--- src/rtl/imem_loader_pkg.sv ---
// imem_loader_pkg: shared loader state encoding and stream framing constants
package imem_loader_pkg;
  typedef enum logic [2:0] {CNT_LO, CNT_HI, DATA, WRITE, DONE, ERR} state_t;
  localparam int HDR_BYTES = 2;
  localparam int BYTES_PER_WORD = 4;
endpackage

--- src/rtl/imem_loader_if.sv ---
// imem_loader_if: byte-stream handshake (byte_valid/byte_data/byte_ready) plus instruction-memory write bus (imem_we/imem_addr/imem_wdata); master = upstream+memory side, slave = loader
interface imem_loader_if #(parameter int ADDR_W = 32, parameter int data_width = 32);
  logic byte_valid;
  logic [7:0] byte_data;
  logic byte_ready;
  logic imem_we;
  logic [ADDR_W-1:0] imem_addr;
  logic [data_width-1:0] imem_wdata;
  modport master(output byte_valid, byte_data, input byte_ready, imem_we, imem_addr, imem_wdata);
  modport slave(input byte_valid, byte_data, output byte_ready, imem_we, imem_addr, imem_wdata);
endinterface

--- src/rtl/imem_loader_word_assembler.sv ---
// imem_loader_word_assembler: inserts strobed bytes little-endian into a word (clk, rst active-low async, strobe, data in; word, word_full pulse out)
module imem_loader_word_assembler import imem_loader_pkg::*; #(parameter int W = 32) (
  input  logic         clk,
  input  logic         rst,
  input  logic         strobe,
  input  logic [7:0]   data,
  output logic [W-1:0] word,
  output logic         word_full
);
  logic [1:0] idx;
  assign word_full = strobe && idx == 2'(BYTES_PER_WORD - 1);
  always_ff @(posedge clk or negedge rst)
    if (!rst) begin
      idx <= '0;
      word <= '0;
    end else if (strobe) begin
      word[8*idx +: 8] <= data;
      idx <= idx + 2'd1;
    end
endmodule

--- src/rtl/imem_loader.sv ---
// imem_loader: boot loader, byte stream -> imem words, holds core in reset until loaded (clk, rst active-low async, bus slave, core_rst_n/load_done/load_err out)
module imem_loader import imem_loader_pkg::*; #(
  parameter int data_width = 32,
  parameter int DEPTH = 64,
  parameter int ADDR_W = 32
) (
  input  logic            clk,
  input  logic            rst,
  imem_loader_if.slave    bus,
  output logic            core_rst_n,
  output logic            load_done,
  output logic            load_err
);
  localparam int CNT_W = 8 * HDR_BYTES;
  state_t state, state_nx;
  logic [CNT_W-1:0] count, word_idx, hdr;
  logic [ADDR_W-1:0] addr;
  logic [data_width-1:0] word;
  logic accept, word_full;
  assign accept = bus.byte_valid && bus.byte_ready;
  assign hdr = {bus.byte_data, count[7:0]};
  assign bus.byte_ready = state inside {CNT_LO, CNT_HI, DATA};
  assign bus.imem_we = state == WRITE;
  assign bus.imem_addr = addr;
  assign bus.imem_wdata = word;
  assign core_rst_n = state == DONE;
  assign load_done = state == DONE;
  assign load_err = state == ERR;
  imem_loader_word_assembler #(.W(data_width)) u_asm (
    .clk(clk),
    .rst(rst),
    .strobe(accept && state == DATA),
    .data(bus.byte_data),
    .word(word),
    .word_full(word_full)
  );
  always_comb begin
    state_nx = state;
    unique case (state)
      CNT_LO: state_nx = accept ? CNT_HI : CNT_LO;
      CNT_HI: state_nx = !accept ? CNT_HI : hdr == '0 ? DONE : hdr > CNT_W'(DEPTH) ? ERR : DATA;
      DATA:   state_nx = word_full ? WRITE : DATA;
      WRITE:  state_nx = word_idx + CNT_W'(1) == count ? DONE : DATA;
      default: state_nx = state;
    endcase
  end
  // addr is captured as the write begins so it never advances past the last word written
  always_ff @(posedge clk or negedge rst)
    if (!rst) begin
      state <= CNT_LO;
      count <= '0;
      word_idx <= '0;
      addr <= '0;
    end else begin
      state <= state_nx;
      if (accept && state == CNT_LO) count[7:0] <= bus.byte_data;
      if (accept && state == CNT_HI) count[15:8] <= bus.byte_data;
      if (word_full) addr <= ADDR_W'({word_idx, 2'b00});
      if (state == WRITE) word_idx <= word_idx + CNT_W'(1);
    end
endmodule

--- src/flat_wrapper.sv ---
// flat-port wrapper written by rule: the top's interface ports become plain ports
module imem_loader_flat import imem_loader_pkg::*;
#(
  parameter int data_width = 32,
  parameter int DEPTH = 64,
  parameter int ADDR_W = 32
)
  (clk, rst, core_rst_n, load_done, load_err, bus_byte_valid, bus_byte_data, bus_byte_ready, bus_imem_we, bus_imem_addr, bus_imem_wdata);
  imem_loader_if #(.ADDR_W(ADDR_W), .data_width(data_width)) bus_i ();
  input  logic clk;
  input  logic rst;
  output logic core_rst_n;
  output logic load_done;
  output logic load_err;
  input wire logic [$bits(bus_i.byte_valid)-1:0] bus_byte_valid;
  input wire logic [$bits(bus_i.byte_data)-1:0] bus_byte_data;
  output wire logic [$bits(bus_i.byte_ready)-1:0] bus_byte_ready;
  output wire logic [$bits(bus_i.imem_we)-1:0] bus_imem_we;
  output wire logic [$bits(bus_i.imem_addr)-1:0] bus_imem_addr;
  output wire logic [$bits(bus_i.imem_wdata)-1:0] bus_imem_wdata;
  assign bus_i.byte_valid = bus_byte_valid;
  assign bus_i.byte_data = bus_byte_data;
  assign bus_byte_ready = bus_i.byte_ready;
  assign bus_imem_we = bus_i.imem_we;
  assign bus_imem_addr = bus_i.imem_addr;
  assign bus_imem_wdata = bus_i.imem_wdata;
  imem_loader #(.data_width(data_width), .DEPTH(DEPTH), .ADDR_W(ADDR_W)) u_core (.clk(clk), .rst(rst), .bus(bus_i), .core_rst_n(core_rst_n), .load_done(load_done), .load_err(load_err));
endmodule
--- config.mk ---
export PLATFORM = sky130hd
export DESIGN_NAME = imem_loader_flat
export DESIGN_NICKNAME = d
export VERILOG_FILES = /design/src/rtl/imem_loader_pkg.sv /design/src/rtl/imem_loader_if.sv /design/src/rtl/imem_loader_word_assembler.sv /design/src/rtl/imem_loader.sv /design/src/flat_wrapper.sv
export SDC_FILE = /design/constraint.sdc
export NUM_CORES = 1
export LEC_CHECK = 0
export ABC_AREA = 0
export BUFFER_PORTS_ARGS = -buffer_cell sky130_fd_sc_hd__buf_2
export CELL_PAD_IN_SITES_DETAIL_PLACEMENT = 0
export CELL_PAD_IN_SITES_GLOBAL_PLACEMENT = 1
export CORE_MARGIN = 2
export CORE_UTILIZATION = 39
export CTS_CLUSTER_SIZE = 12
export DETAILED_ROUTE_END_ITERATION = 10
export PLACE_DENSITY_LB_ADDON = 0.1
export SLEW_MARGIN = 10
export SYNTH_ARGS = -nofsm -noshare
export SYNTH_HDL_FRONTEND = slang
export SYNTH_HIERARCHICAL = 1
export SYNTH_SLANG_ARGS = --single-unit
--- constraint.sdc ---
create_clock -name clk -period 2.5 [get_ports clk]
set_clock_uncertainty 0.2 [all_clocks]
set_input_delay 0.375 -clock clk [delete_from_list [all_inputs] [get_ports clk]]
set_output_delay 0.375 -clock clk [all_outputs]
set_load 0.01 [all_outputs]
# Yosys cells after proc, flatten, opt, wreduce, memory -nomap -nowiden

Index checks and enable logic that the tools add are counted.

$add $sub $neg: 3
Muxes and demuxes: 8
Shifts and indexed selects: 2
Equal/unequal tests: 7
$lt $le $gt $ge: 1
Reductions and logical operators: 9

Operators with widths:

| kind                    | count |
|---|---|
| $neg 5->34              | 1 |
| $shift 8x34->32 const A | 1 |
| $shiftx 8x34->32        | 1 |
| $bwmux 32               | 1 |
| $add 16x1->16 const B   | 1 |
| $eq 16x16->1            | 1 |
| $gt 16x7->1 const B     | 1 |
| $logic_not 16->1        | 1 |
| $mux 3                  | 4 |
| $pmux 3 s4              | 1 |
| $eq 3x2->1 const B      | 2 |
| $eq 3x3->1 const B      | 2 |
| $logic_and 1x1->1       | 5 |
| $reduce_bool 4->1       | 1 |
| $eq 3x1->1 const B      | 1 |
| $logic_not 3->1         | 1 |
| $reduce_bool 3->1       | 1 |
| $add 2x1->2 const B     | 1 |
| $eq 2x2->1 const B      | 1 |
| $mux 1                  | 2 |

Word-level logic and storage cells: 37
Register bits: 85
Output and inout bits: 69
Input port bits: 11

# Depth between registers and ports, before layout

Gate-level depths: netlist of the first run.

Word-level depth: 7
Depth in mapped cells: 10
Mapped depth without buffers: 7

# Modules after synthesis

Netlist of the first run, hierarchy kept.

Modules (own cells, without submodules):

| module                     | instances | cells each | area each (um2) | seq. area each (um2) |
|---|---|---|---|---|
| imem_loader                | 1         | 252        | 2733.9          | 1276.2 |
| imem_loader_word_assembler | 1         | 115        | 1488.9          | 850.8 |

# Worst setup path after synthesis of the first run

Ideal clock, no wire load.

Path kind: register to register
From: reg u_core.state[1]
To: reg u_core.addr[10], in the netlist u_core/bus.imem_addr[10]
Arrival: 2208 ps
Setup slack: -32 ps
Required time: 2175 ps
Path buffers: 4
Period minus slack after synthesis: 2532 ps
Cell stages (with the launch flop): 10
Setup time: 125 ps
Path through: dfrtp_1 > clkbuf_1 > inv_1 > nor3_1 > buf_6 > nand2_1 > inv_1 > clkbuf_1 > clkbuf_1 > mux2_2

Longest elaborated chain between the ends: 5
Elaborated cells on any way between the ends: 7
Those cells by class: eq/ne (2); reduce/logical (5)

RTL lines:

| element                            | RTL line                         | text |
|---|---|---|
| from (decl)                        | imem_loader.sv:15                | `state_t state, state_nx;` |
| from (signal assigned)             | imem_loader.sv:55                | `state <= state_nx;` |
| $eq 3x1->1 (tied with other cells) | imem_loader.sv:22                | `assign bus.byte_ready = state inside {CNT_LO, CNT_HI, DATA};` |
| $reduce_bool 3->1                  | imem_loader.sv:22                |  |
| $logic_and 1x1->1                  | imem_loader.sv:20                | `assign accept = bus.byte_valid && bus.byte_ready;` |
| $logic_and 1x1->1 *                | imem_loader.sv:32                | `.strobe(accept && state == DATA),` |
| $logic_and 1x1->1 *                | imem_loader_word_assembler.sv:11 | `assign word_full = strobe && idx == 2'(BYTES_PER_WORD - 1);` |
| via u_core.word_full               | imem_loader.sv:19                | `logic accept, word_full;` |
| to (signal assigned)               | imem_loader.sv:58                | `if (word_full) addr <= ADDR_W'({word_idx, 2'b00});` |
| to (decl)                          | imem_loader.sv:17                | `logic [ADDR_W-1:0] addr;` |

The timed path passes the listed nets; every way through them passes the cells marked *.
A chain may end at the register's enable or synchronous reset.

# Final worst setup path of the first run

From: reg u_core.word_idx[1]
To: reg u_core.state[1]

Longest elaborated chain between the ends: 4

RTL lines:

| element                | RTL line          | text |
|---|---|---|
| from (decl)            | imem_loader.sv:16 | `logic [CNT_W-1:0] count, word_idx, hdr;` |
| from (signal assigned) | imem_loader.sv:59 | `if (state == WRITE) word_idx <= word_idx + CNT_W'(1);` |
| $add 16x1->16          | imem_loader.sv:43 | `WRITE: state_nx = word_idx + CNT_W'(1) == count ? DONE : DATA;` |
| $eq 16x16->1           | imem_loader.sv:43 |  |
| $mux 3                 | imem_loader.sv:43 |  |
| $pmux 3 s4             | imem_loader.sv:39 | `unique case (state)` |

Every way passes these cells.

==> results.tsv, run 1 <==
metric	value	unit
status	finished, final reports clean	
largest net degree at the start of global routing	52	
final total power	2.65	mW
unrepaired setup endpoints after global routing	no	
relative slew slack	57.8	%
Buf/Inv on CP	0	
Period minus WS final	2.35	ns
area added between synthesis and finish	16.3	%
Worst EP required	2.56	ns
total track usage	17.5	%
critical path startpoint category	flip-flop	
maximum fanout along the worst path	9	
CP arrival	2.41	ns
final setup TNS	0	ns
CP endpoint kind	flip-flop	
critical path's top delay family	simple AND/OR/NAND/NOR gates	
Final Cycle Share	94.0	%
CTS Buf Count	9	
Post-synth EDFFs	0	
fraction of synthesized cell area taken by the top area cell type	50.4	%
io pins	80	
kind of critical path	reg -> reg	
Mapped Area	4220	um2
number of synthesis warnings	6	
maximum clock frequency	425	MHz
Critical-path top delay cell	or4_4	
clock buffer depth	2	
n_diodes	0	
Netlist cell types	55	
HP Class	in -> reg	
Root Buffer	clkbuf_8	
sequential cell area fraction in the yosys report	50.4	%
final WL	9.65	mm
1st-iter DRT viols	89	
core box area	10400	um2
Clk Latency, worst-skew pair	0.36	ns
final worst setup slack	0.149	ns
max_cap viols	0	
# rows	37	
Pwr Density	539	nW/um2
main area contributors after synthesis	dfrtp_1, mux2_2, a32o_1, xnor2_1, buf_4	
Wirelength per Cell	16.7	um
Synth Register Bits	85	
Lkg Pwr	2.38	nW
Clock Sinks	85	
NumNets Final	455	
Initial Util	40.5	%
Via density	5.26	
post-route ant nets	0	
final slew viol count	0	
H-tree levels	3	
Final setup viols	0	
Hold Vio Cnt, Final	0	
TritonCTS clock tree	built	
Vias	3041	
pre-CTS WS	0.101	ns
initial antenna violation count	0	
layout cells sized above 1	31.4	%
global-route wire length before repair	15.7	mm
vias in the first global route	2956	
Yosys top cell by area	dfrtp_1	
syn avg cell area	11.5	um2
total gr overflow	0	
Slew @ Worst Pin	0.629	ns
Die H	108	um
clock transition at the registers of the reported paths	0.09	ns
asr flop ratio synth	100	%
GP Congestion	0.826	
post-route DRC violation count	0	
crit-path max cell delay	0.55	ns
HPWL after DPL	6.82	mm
top cells by instance count after synthesis	dfrtp_1, mux2_2, nand2_1, a32o_1, xnor2_1	
Synth Flop Type	dfrtp_1	
critical path cell sequence	ha_2, nand3_4, or4_4, o21ai_0, a311o_1, nand4b_1, a21o_1	
Die Footprint	11700	um2
first-pass detailed-route iteration total	4	
chip width	108	um
Gate Count Post-Synth	367	
PortBufs	63	
VDD IR max	0.000289	V
most common cell in the synthesized netlist	dfrtp_1	
-- area by class of cell --
cell class                      instances  area (um2)
Multi-Input combinational cell        251        1890
Sequential cell                        85        2130
Tap cell                              136         170
Timing Repair Buffer                   80         460
Fill cell                            1004        5510
Clock inverter                          5        82.6
Inverter                               11        41.3
Clock buffer                           10         138
-- worst reg2reg max path, delay by kind of cell (launching register included) --
kind | cells | cell delay (ns)
compound gates | 3 | 0.58
fa+ha+maj | 1 | 0.25
flops | 1 | 0.40
simple gates | 3 | 0.82
-- placed cells by master (no fill, tap or decap), types with 13 or more instances in the layout --
| master | count |
|---|---|
| conb_1 | 16 |
| xor2_1 | 13 |
| dfrtp_1 | 84 |
| buf_2 | 62 |
| nand2_1 | 23 |
| xnor2_1 | 22 |
| a32o_1 | 22 |
| mux2_2 | 32 |
| buf_4 | 16 |
| nand3_1 | 15 |
-- final timing paths --
kind / start / to / slack [ns] / cells after the start
worst max register to register: u_core/word_idx[1] / u_core/state[1] / 0.15 / 7
max in group asynchronous: rst / u_core/word_idx[15] / 1.15 / 3
min in group asynchronous: rst / u_core/bus.imem_addr[4] / 0.32 / 2
worst max-delay path: u_core/word_idx[1] / u_core/state[1] / 0.15 / 7
worst min register to register: u_core/u_asm/word[0] / u_core/u_asm/word[0] / 0.29 / 1
worst min-delay path: bus_byte_valid / u_core/state[0] / 0.05 / 2
-- power breakdown --
| part | leakage [nW] | internal (mW) | switching (mW) | total, mW |
|---|---|---|---|---|
| Combinational | 1.12 | 0.0525 | 0.101 | 0.154 |
| Sequential | 1.15 | 1.39 | 0.0173 | 1.41 |
| Clock | 0.113 | 0.590 | 0.497 | 1.09 |
| Total | 2.38 | 2.03 | 0.616 | 2.65 |
-- metal layers --
layer	routed length, um	GRT usage, %	vias up
met3	399	3.13	9
met5	0	0	-
met1	4490	23.3	1525
met4	125	6.87	0
li1	-	-	1433
met2	4640	28.4	74
-- repair_timing --
item,4_1_cts,5_1_grt
hold buffers,1,0
resized for setup,0,2
endpoints found under the hold margin,34,0
buffers inserted,0,0
setup endpoints to repair,0,3
-- cells by family after synthesis --
family          count (synthesis)  share of synthesized area (%)
fa+ha+maj                       6                           1.78
buf+inv                        46                           6.40
mux                            32                           8.53
xor+xnor                       35                           7.26
flops                          85                           50.4
other cells                     1                         0.0888
compound gates                 59                           11.6
simple gates                  103                           13.9
-- state kept, by name (all words and copies together) (netlist names) --
| register | count |
|---|---|
| u_core/u_asm/word | 32 |
| u_core/bus.imem_addr | 16 |
| u_core/count | 16 |
| u_core/word_idx | 16 |
| u_core/state | 3 |
| u_core/u_asm/idx | 2 |
-- per-stage QoR --
stage                     utilization (%)  hold WS, ns  cells  instance area (um2)
after floorplan                         -       -0.121    382                 4280
after global placement               44.9        0.166    562                 4680
after detailed placement             44.9        0.169    562                 4680
after CTS                            47.1       0.0369    578                 4910
after global routing                 47.1       0.0515    578                 4910
final                                47.1       0.0480    578                 4910
(Power assumes the default switching activity.)
==> run 2: changes to the inputs <==
--- a/config.mk
+++ b/config.mk
@@ -7,13 +7,14 @@
 export LEC_CHECK = 0
 export ABC_AREA = 0
 export BUFFER_PORTS_ARGS = -buffer_cell sky130_fd_sc_hd__buf_2
-export CELL_PAD_IN_SITES_DETAIL_PLACEMENT = 0
+export CELL_PAD_IN_SITES_DETAIL_PLACEMENT = 1
 export CELL_PAD_IN_SITES_GLOBAL_PLACEMENT = 1
 export CORE_MARGIN = 2
 export CORE_UTILIZATION = 39
 export CTS_CLUSTER_SIZE = 12
 export DETAILED_ROUTE_END_ITERATION = 10
-export PLACE_DENSITY_LB_ADDON = 0.1
+export GPL_TIMING_DRIVEN = 0
+export PLACE_DENSITY = 0.79
 export SLEW_MARGIN = 10
 export SYNTH_ARGS = -nofsm -noshare
 export SYNTH_HDL_FRONTEND = slang
==> results.tsv, run 2 (same netlist as run 1, synthesis figures left out) <==
metric	value	unit
Die Footprint	11700	um2
relative slew slack	49.4	%
max reg flops	32	
H-tree levels	3	
clock transition at the registers of the reported paths	0.08	ns
Clock Sinks	85	
commonest non-fill, non-tap cell in the layout	dfrtp_1	
Die H	108	um
Worst EP required	2.53	ns
Initial Util	40.5	%
final slew viol count	0	
Clk Latency, worst-skew pair	0.36	ns
maximum fanout along the worst path	10	
1st-iter DRT viols	127	
layout cells sized above 1	34.6	%
Reg with most FFs	u_core/u_asm/word	
CTS Buf Count	9	
maximum clock frequency	412	MHz
final WL	10.2	mm
Slew @ Worst Pin	0.756	ns
final worst setup slack	0.0717	ns
post-route ant nets	0	
PortBufs	63	
post-route DRC violation count	0	
largest net degree at the start of global routing	59	
kind of critical path	reg -> reg	
Via density	5.25	
GP Congestion	0.769	
chip width	108	um
CP arrival	2.46	ns
max_cap viols	0	
Final Cell Area	5050	um2
Wirelength per Cell	17.0	um
area added between synthesis and finish	19.7	%
clock buffer depth	2	
total gr overflow	0	
Lkg Pwr	2.44	nW
VDD IR max	0.000278	V
most frequent cells in the layout	dfrtp_1, buf_2, mux2_2	
critical path startpoint category	flip-flop	
Final setup viols	0	
vias in the first global route	3288	
total track usage	18.2	%
TritonCTS clock tree	built	
global-route wire length before repair	16.4	mm
HP Class	in -> reg	
Hold Vio Cnt, Final	0	
pre-CTS WS	-0.477	ns
first-pass detailed-route iteration total	4	
Root Buffer	clkbuf_8	
initial antenna violation count	0	
# rows	37	
Final Cycle Share	97.1	%
Period minus WS final	2.43	ns
n_diodes	0	
NumNets Final	475	
core box area	10400	um2
status	finished, final reports clean	
Pwr Density	507	nW/um2
Cell Area, Placed	4800	um2
io pins	80	
CP endpoint kind	flip-flop	
HPWL after DPL	7.19	mm
Vias	3145	
run 2: what timing repair did:
action,in CTS,in global routing
setup endpoints to repair,19,14
hold endpoints to repair,27,0
gates resized for setup,4,5
hold buffers,1,0
setup buffers,1,2
run 2: report_power, final:
part	leakage [nW]	total, mW	internal [mW]	switching, mW
registers	1.15	1.41	1.39	0.0172
clock network	0.0918	0.982	0.465	0.518
logic	1.20	0.175	0.0696	0.105
run 2: stage by stage:
step	util, %	cells	power, mW	hold WS (ns)	TNS [ns]
after floorplan	-	382	1.53	-0.121	0
after global placement	45.8	581	1.59	0.267	-4.60
after detailed placement	46.0	582	1.61	0.123	-5.81
after CTS	48.1	598	2.59	0.0389	0
after global routing	48.5	599	2.68	0.0463	-0.173
final	48.5	599	2.56	0.0447	0
run 2: worst paths after layout:
check                                      startpoint                      end  slack (ns)  cells after the start
worst max-delay path               u_core/word_idx[2]          u_core/state[2]        0.07                      7
worst min-delay path                   bus_byte_valid          u_core/state[0]        0.04                      2
worst max register to register     u_core/word_idx[2]          u_core/state[2]        0.07                      7
worst min register to register  u_core/u_asm/word[25]    u_core/u_asm/word[25]        0.29                      1
max in group asynchronous                         rst       u_core/word_idx[0]        1.23                      3
min in group asynchronous                         rst  u_core/bus.imem_addr[4]        0.28                      2
run 2: final cells by class:
cell class | instances | area (um2)
Sequential cell | 85 | 2130
Fill cell | 1173 | 5360
Clock buffer | 9 | 124
Buffer | 32 | 221
Tap cell | 136 | 170
Multi-Input combinational cell | 251 | 1910
Inverter | 11 | 45.0
Clock inverter | 7 | 75.1
Timing Repair Buffer | 68 | 378
run 2: per-layer routing:
metal	vias up	share of wire (%)	global-route usage (%)
li1	1471	-	-
met2	77	50	30.6
met5	-	0	0
met3	8	5.4	5.30
met1	1589	44	22.8
met4	0	0.73	5.13
run 2: worst max-delay path, cell delays in order, from the launching register on:
cell and delay [ns]:
dfrtp_1 0.33, buf_4 0.15, nand3_2 0.21, or3_4 0.45, a2111oi_0 0.48, a2111oi_1 0.18, nand4b_1 0.19, o21ai_0 0.10
==> run 3: changes to the inputs <==
--- a/config.mk
+++ b/config.mk
@@ -15,6 +15,7 @@
 export DETAILED_ROUTE_END_ITERATION = 10
 export GPL_TIMING_DRIVEN = 0
 export PLACE_DENSITY = 0.79
+export RECOVER_POWER = 50
 export SLEW_MARGIN = 10
 export SYNTH_ARGS = -nofsm -noshare
 export SYNTH_HDL_FRONTEND = slang
==> results.tsv, run 3 (same netlist as run 1, synthesis figures left out) <==
metric	value	unit
status	finished with violations	
violated checks	max-capacitance violations, max-slew violations	
Hold Vio Cnt, Final	0	
final worst setup slack	0.0685	ns
# rows	37	
largest net degree at the start of global routing	59	
CP Launch Point	u_core/word_idx[2]	
multi-input logic area	1910	um2
vias in the first global route	3288	
Wirelength per Cell	17.0	um
Worst EP required	2.53	ns
Buf/Inv on CP	1	
Initial Util	40.5	%
relative slew slack	-3.67	%
Hold EP	u_core/state[0]	
core box area	10400	um2
commonest non-fill, non-tap cell in the layout	dfrtp_1	
Clock Sinks	85	
n_diodes	0	
filler instances	1180	
Period minus WS final	2.43	ns
kind of critical path	reg -> reg	
pre-CTS WS	-0.477	ns
critical path startpoint category	flip-flop	
io pins	80	
H-tree levels	3	
Reg with most FFs	u_core/u_asm/word	
Clk Latency, worst-skew pair	0.36	ns
CP endpoint kind	flip-flop	
final slew viol count	28	
maximum clock frequency	411	MHz
reg2reg start	u_core/word_idx[2]	
max_cap viols	1	
Lkg Pwr	2.33	nW
HP Class	in -> reg	
most frequent cells in the layout	dfrtp_1, buf_2, mux2_2	
VDD IR max	0.000280	V
first-pass detailed-route iteration total	5	
initial antenna violation count	0	
Pwr Density	511	nW/um2
Via density	5.25	
final WL	10.2	mm
Vias	3146	
Slew @ Worst Pin	1.56	ns
Reg2Reg Setup Slack	0.07	ns
chip width	108	um
Hold Startpoint	bus_byte_valid	
Die H	108	um
clock buffer depth	2	
Root Buffer	clkbuf_8	
clock transition at the registers of the reported paths	0.08	ns
critical path's top delay family	simple AND/OR/NAND/NOR gates	
Critical R2R Capture	u_core/state[2]	
global-route wire length before repair	16.4	mm
hold path cells	2	
NumNets Final	475	
Final Cycle Share	97.3	%
maximum fanout along the worst path	10	
total gr overflow	0	
Critical-path top delay cell	a2111oi_0	
final setup TNS	0	ns
PortBufs	63	
TritonCTS clock tree	built	
crit-path max cell delay	0.49	ns
max reg flops	32	
1st-iter DRT viols	126	
area added between synthesis and finish	18.8	%
Die Footprint	11700	um2
GP Congestion	0.769	
Final setup viols	0	
layout cells sized above 1	28.7	%
HPWL after DPL	7.19	mm
total track usage	18.2	%
CP arrival	2.46	ns
final core utilization	48.2	%
CTS Buf Count	9	
critical path cell sequence	buf_4, nand3_2, or3_4, a2111oi_0, a2111oi_1, nand4b_1, o21ai_0	
FF+latch area	2130	um2
post-route ant nets	0	
R2R depth	7	
post-route DRC violation count	0	
## run 3: changes by cell type in the layout (fill, tap and decap cells not counted), sizes merged
cell and delta:
clkbuf +27, buf -27
## run 3: how the worst max path moves through the flow
stage	end	slack [ns]	cells past startpoint
finish	u_core/state[2]	0.07	7
global placement	u_core/bus.imem_addr[15]	-0.40	9
floorplan	u_core/bus.imem_addr[10]	0.09	9
detailed placement	u_core/bus.imem_addr[12]	-0.48	9
CTS	u_core/state[2]	0.04	7
global route	u_core/state[2]	-0.10	7
## run 3: where the power goes
part	switching (mW)	internal, mW	total (mW)	leakage (nW)
registers	0.0172	1.39	1.41	1.15
logic	0.105	0.0691	0.174	1.08
clock network	0.519	0.465	0.983	0.0918
total	0.641	1.92	2.56	2.33
## run 3: routing by layer
| layer | vias to the layer above | GRT usage, % | share of wire [%] |
|---|---|---|---|
| li1 | 1473 | - | - |
| met1 | 1589 | 22.8 | 44 |
| met2 | 75 | 30.6 | 50 |
| met3 | 9 | 5.30 | 5.0 |
| met4 | 0 | 5.13 | 0.86 |
| met5 | - | 0 | 0 |
## run 3: per-stage QoR
stage	power, mW	hold slack, ns	instances	instance area, um2
after floorplan	1.53	-0.121	382	4280
after global placement	1.59	0.267	581	4770
after detailed placement	1.61	0.123	582	4800
after CTS	2.59	0.0389	598	5010
after global routing	2.68	0.0463	599	5020
final	2.56	0.0441	599	5020
## run 3: timing repair
action,CTS,global route
hold buffers,1,0
setup endpoints to repair,19,14
pin swaps,0,0
hold endpoints to repair,27,0
gates resized for setup,4,5
setup buffers,1,2
## run 3: final cells by class
cell class,count,share of cell area [%]
clock buffers,9,2.47
multi-input cells,251,38.1
flip-flops and latches,85,42.4
repair buffers,68,6.81
plain buffers,32,4.41
inverters,11,0.898
well taps,136,3.39
clock inverters,7,1.50
